File: src/rtl/cpu15_pkg.sv
// Shared definitions for the cpu15 data-memory write and read paths.
`default_nettype none

package cpu15_pkg;

  localparam int DATA_W = 16;

  localparam logic [7:0] RAM_AD_FIRST = 8'h00;
  localparam logic [7:0] RAM_AD_LAST  = 8'h07;
  localparam logic [7:0] IO64_AD      = 8'h40;
  localparam logic [7:0] IO65_AD      = 8'h41;

  localparam int RAM_WORDS = int'(RAM_AD_LAST) - int'(RAM_AD_FIRST) + 1;

  typedef enum logic {
    ST_IDLE   = 1'b0,
    ST_COMMIT = 1'b1
  } wt_state_e;

  typedef enum logic [1:0] {
    AD_RAM = 2'd0,
    AD_IO  = 2'd1,
    AD_BAD = 2'd2
  } ad_kind_e;

  // IO65 is an input-only port, so a write to it is reported as unmapped.
  function automatic ad_kind_e decode_wr_ad(input logic [7:0] ad,
                                            input logic [7:0] io_ad,
                                            input int         words);
    ad_kind_e kind;
    kind = AD_BAD;
    if (int'(ad) - int'(RAM_AD_FIRST) < words && int'(ad) >= int'(RAM_AD_FIRST))
      kind = AD_RAM;
    else if (ad == io_ad && ad != IO65_AD)
      kind = AD_IO;
    return kind;
  endfunction

endpackage

`default_nettype wire

File: src/rtl/ram_wt.sv
// Write side of the data RAM: owns RAM_0..RAM_7 and IO64, commits one
// handshaked write every two cycles and pulses completion/error/strobe.
`default_nettype none

module ram_wt #(
  parameter int         DATA_W    = cpu15_pkg::DATA_W,
  parameter int         RAM_WORDS = cpu15_pkg::RAM_WORDS,
  parameter logic [7:0] IO64_AD   = cpu15_pkg::IO64_AD
) (
  input  logic              CLK_WT,
  input  logic              RESET_N,
  input  logic              WR_REQ,
  input  logic [7:0]        WR_AD,
  input  logic [DATA_W-1:0] WR_DATA,
  output logic              WR_RDY,
  output logic              WR_DONE,
  output logic              WR_ERR,
  output logic [DATA_W-1:0] RAM_0,
  output logic [DATA_W-1:0] RAM_1,
  output logic [DATA_W-1:0] RAM_2,
  output logic [DATA_W-1:0] RAM_3,
  output logic [DATA_W-1:0] RAM_4,
  output logic [DATA_W-1:0] RAM_5,
  output logic [DATA_W-1:0] RAM_6,
  output logic [DATA_W-1:0] RAM_7,
  output logic [DATA_W-1:0] IO64_OUT,
  output logic              IO64_STB
);
  import cpu15_pkg::*;

  localparam int AW = $clog2(RAM_WORDS);

  wt_state_e         state_q, state_d;
  logic [7:0]        hold_ad_q, hold_ad_d;
  logic [DATA_W-1:0] hold_data_q, hold_data_d;
  logic [DATA_W-1:0] ram_q [RAM_WORDS];
  logic [DATA_W-1:0] ram_d [RAM_WORDS];
  logic [DATA_W-1:0] io64_q, io64_d;
  logic              done_q, done_d;
  logic              err_q, err_d;
  logic              stb_q, stb_d;
  ad_kind_e          kind;

  assign kind = decode_wr_ad(hold_ad_q, IO64_AD, RAM_WORDS);

  always_comb begin
    state_d     = state_q;
    hold_ad_d   = hold_ad_q;
    hold_data_d = hold_data_q;
    ram_d       = ram_q;
    io64_d      = io64_q;
    done_d      = 1'b0;
    err_d       = 1'b0;
    stb_d       = 1'b0;
    case (state_q)
      ST_IDLE: begin
        if (WR_REQ) begin
          hold_ad_d   = WR_AD;
          hold_data_d = WR_DATA;
          state_d     = ST_COMMIT;
        end
      end
      ST_COMMIT: begin
        // Only the hold registers are used here; WR_* may already have moved on.
        state_d = ST_IDLE;
        done_d  = 1'b1;
        case (kind)
          AD_RAM:  ram_d[hold_ad_q[AW-1:0]] = hold_data_q;
          AD_IO: begin
            io64_d = hold_data_q;
            stb_d  = 1'b1;
          end
          default: err_d = 1'b1;
        endcase
      end
      default: state_d = ST_IDLE;
    endcase
  end

  always_ff @(posedge CLK_WT or negedge RESET_N) begin
    if (!RESET_N) begin
      state_q     <= ST_IDLE;
      hold_ad_q   <= '0;
      hold_data_q <= '0;
      for (int i = 0; i < RAM_WORDS; i++) ram_q[i] <= '0;
      io64_q      <= '0;
      done_q      <= 1'b0;
      err_q       <= 1'b0;
      stb_q       <= 1'b0;
    end else begin
      state_q     <= state_d;
      hold_ad_q   <= hold_ad_d;
      hold_data_q <= hold_data_d;
      ram_q       <= ram_d;
      io64_q      <= io64_d;
      done_q      <= done_d;
      err_q       <= err_d;
      stb_q       <= stb_d;
    end
  end

  assign WR_RDY   = (state_q == ST_IDLE);
  assign WR_DONE  = done_q;
  assign WR_ERR   = err_q;
  assign IO64_STB = stb_q;
  assign IO64_OUT = io64_q;
  assign RAM_0    = ram_q[0];
  assign RAM_1    = ram_q[1];
  assign RAM_2    = ram_q[2];
  assign RAM_3    = ram_q[3];
  assign RAM_4    = ram_q[4];
  assign RAM_5    = ram_q[5];
  assign RAM_6    = ram_q[6];
  assign RAM_7    = ram_q[7];

endmodule

`default_nettype wire

File: config.mk
export PLATFORM = sky130hd
export DESIGN_NAME = ram_wt
export DESIGN_NICKNAME = d
export VERILOG_FILES = /design/src/rtl/cpu15_pkg.sv /design/src/rtl/ram_wt.sv
export SDC_FILE = /design/constraint.sdc
export NUM_CORES = 1
export LEC_CHECK = 0
export BUFFER_PORTS_ARGS = -buffer_cell sky130_fd_sc_hd__buf_2
export CORE_ASPECT_RATIO = 0.75
export CORE_UTILIZATION = 25
export DETAILED_ROUTE_END_ITERATION = 16
export GPL_TIMING_DRIVEN = 0
export MAX_ROUTING_LAYER = met4
export SYNTH_ARGS = -nofsm -noshare
export SYNTH_HDL_FRONTEND = slang
export SYNTH_SLANG_ARGS = --single-unit
File: constraint.sdc
create_clock -name CLK_WT -period 4.55 [get_ports CLK_WT]
set_input_delay 0.6825 -clock CLK_WT [delete_from_list [all_inputs] [get_ports CLK_WT]]
set_output_delay 0.6825 -clock CLK_WT [all_outputs]
set_load 0.02 [all_outputs]
==> impl_metrics.ini <==
[outcome]
status = complete, no violations

[setup_path]
worst_ep_required_time_ps = 4860
cp.arrival_ps = 2770
crit_chain = or4_4 -> buf_6 -> nor4_4 -> buf_6 -> mux2_2
cp_max_fo = 10
rr_worst_depth = 5
regToRegStartpoint = hold_ad_q[7]
crit_family = simple AND/OR/NAND/NOR gates
critPathCaptureType = flop
crit_buf_inv = 2
cpPeakStageDelay_ps = 590
r2r_slack_ps = 2080
critPathMostFrequentCell = buf_6
reg2reg_to = RAM_2[5]
cp_slowest_cell = nor4_4
criticalPathCategory = reg -> reg
startpoint_type = flop

[sta]
layout_worst_path_cycle_share_pct = 54.2
fin_crit_ps = 2470
timing.final.hold_violations = 0
drv_slew = 0
tightest_slew_ps = 931
slew_headroom_pct = 37.9
fmax_mhz = 405
rsz0062_at_grt = no
finalSetupViolations = 0
setup_slack_ps = 2080
clock-skew-final_ps = 10.7

[cts]
cts_hold_buf = 0
clockBufferDepth = 2
cts-buffers-inserted = 17
clk_pin_slew_ps = 60
cts_root_buf = clkbuf_16
clock-sinks = 172
postCtsSetupRepairBufs = 0
ctsResizeCount = 0
h-tree-depth = 4
cts_tree = yes
clk-insertion-delay-late_ps = 420

[final_layout]
final_common_cell = buf_2
final_cell_mix = buf_2, dfrtp_1, mux2_2, buf_1, clkbuf_16
nFillCells = 2583
nNetsFinal = 615
areaGrowthSynthToFinish_pct = 29.7
drive_above_1_share_pct = 65.6
final_cells = 946

[yosys]
synth_cells = 394
yosysTopAreaCell = dfrtp_1
synth_nets = 421
yosysWarnings = 0
seq_area_frac_synth_pct = 65.0
synth_top_area_share_pct = 65.0
syn_area_per_cell_um2 = 16.8
synth_area_um2 = 6620
ys_seq_elements = 172
synth.top_cells.by_area = dfrtp_1, mux2_2, mux2_4
netlist-cell-type-count = 27

[drt]
dr.first_iter.drc_count = 74
dr.pass1.iters = 4
wl_per_cell_um = 18.4
ant_nets = 0
vias = 3936
route.detailed.drc = 0
wl_um = 17400
vias_per_cell = 4.16

[global_route]
antenna_found_initial = 1
grt.overflow.total = 0
grt_pass1_wl_um = 26200
grt_pass1_vias = 4133
grt_max_degree = 96
grt_use_total_pct = 13.7

[floorplan]
die-height_um = 143
die_area_um2 = 27100
fp.dieW_um = 190
start_util_pct = 25.5
num_rows = 51
pin_count = 175
core_um2 = 26000

[power_and_ir_drop]
power_density_nw_per_um2 = 463
power.leakage_nw = 4.67
peakVddDrop_v = 0.000277

[placement]
dpl_worst_slack_ps = 1780
dp_hpwl_um = 12200
dp_cells = 913
place.gp.congestion = 0.703
io_buffers = 174

[flow_run]
maxCapViolations = 0

[hold_path]
min_path_type = in -> async
## cell usage after synthesis
cell	count
o21ai_0	1
nor3b_1	1
inv_1	3
dfrtp_1	172
nand3b_2	1
buf_6	3
nor4b_4	1
mux2_4	10
nor4_4	2
clkbuf_1	4
buf_2	5
nor3_4	1
or4_4	1
mux2_2	157
buf_8	1
nand4_2	3
nand3_2	1
a21oi_1	1
buf_4	1
nor2b_1	1
nor2_1	1
nand2_1	2
buf_1	17
nand2b_1	1
nand4b_2	1
nor3_1	1
nor4_2	1
## sequential cells by signal, indices dropped and copies added, names as in the netlist
register / count
RAM_5: 16
IO64_OUT: 16
RAM_6: 16
RAM_1: 16
RAM_2: 16
RAM_7: 16
state_q: 1
RAM_3: 16
RAM_0: 16
WR_ERR: 1
RAM_4: 16
IO64_STB: 1
hold_ad_q: 8
WR_DONE: 1
hold_data_q: 16
## layout make-up
| type | instances | area, µm² | share of cell area (%) |
|---|---|---|---|
| Multi-Input combinational cell | 188 | 2140 | 25.0 |
| Antenna cell | 1 | 2.50 | 0.0292 |
| Clock inverter | 13 | 190 | 2.22 |
| Clock buffer | 19 | 433 | 5.04 |
| Inverter | 3 | 11.3 | 0.131 |
| Timing Repair Buffer | 175 | 908 | 10.6 |
| Tap cell | 344 | 430 | 5.01 |
| Sequential cell | 172 | 4300 | 50.1 |
| Buffer | 31 | 160 | 1.87 |
## worst register-to-register path: stages, from the launching register on
cell,delay [ps]
dfrtp_1,400
or4_4,570
buf_6,160
nor4_4,590
buf_6,280
mux2_2,360
## routing by layer
| layer | vias up | wire length (µm) | track usage [%] |
|---|---|---|---|
| li1 | 1777 | - | - |
| met1 | 2044 | 8580 | 18.7 |
| met2 | 102 | 7580 | 19.2 |
| met3 | 13 | 1080 | 4.67 |
| met4 | 0 | 181 | 3.78 |
| met5 | - | 0 | - |
## worst max path at each step
| stage | from | to | slack, ps | cells past startpoint |
|---|---|---|---|---|
| after floorplan | hold_ad_q[7] | RAM_3[10] | 2410 | 5 |
| after global placement | RESET_N | RAM_2[3] | -110 | 1 |
| after detailed placement | WR_REQ | hold_data_q[11] | 1780 | 5 |
| after CTS | hold_ad_q[7] | IO64_OUT[14] | 1980 | 4 |
| after global routing | hold_ad_q[7] | IO64_OUT[10] | 1840 | 4 |
| final | hold_ad_q[7] | RAM_2[5] | 2080 | 5 |
## report_power, final
| part | total, mW | switching [mW] | internal, mW | leakage (nW) |
|---|---|---|---|---|
| logic | 0.644 | 0.401 | 0.243 | 2.04 |
| clock network | 1.56 | 0.637 | 0.926 | 0.302 |
| registers | 1.77 | 0.0775 | 1.69 | 2.32 |
| total | 3.97 | 1.12 | 2.86 | 4.67 |
## cell families after synthesis
family | after synthesis | synth area share, %
DFF | 172 | 65.0
muxes | 167 | 29.0
buffers and inverters | 34 | 2.59
and+or+nand+nor | 19 | 3.27
AOI/OAI and AO/OA | 2 | 0.151
## through the flow
| step | instance area, µm² | hold WS, ps | TNS [ps] | power (mW) | util [%] |
|---|---|---|---|---|---|
| 3_3_place_gp | 7920 | 483 | -16330 | 2.43 | 30.5 |
| 3_5_place_dp | 7960 | 488 | 0 | 2.45 | 30.6 |
| 2_1_floorplan | 6620 | 387 | 0 | 2.17 | - |
| 5_1_grt | 8580 | 238 | 0 | 4.16 | 33.1 |
| 4_1_cts | 8580 | 240 | 0 | 4.05 | 33.0 |
| 6_report | 8580 | 222 | 0 | 3.97 | 33.1 |
(Power assumes the default switching activity.)
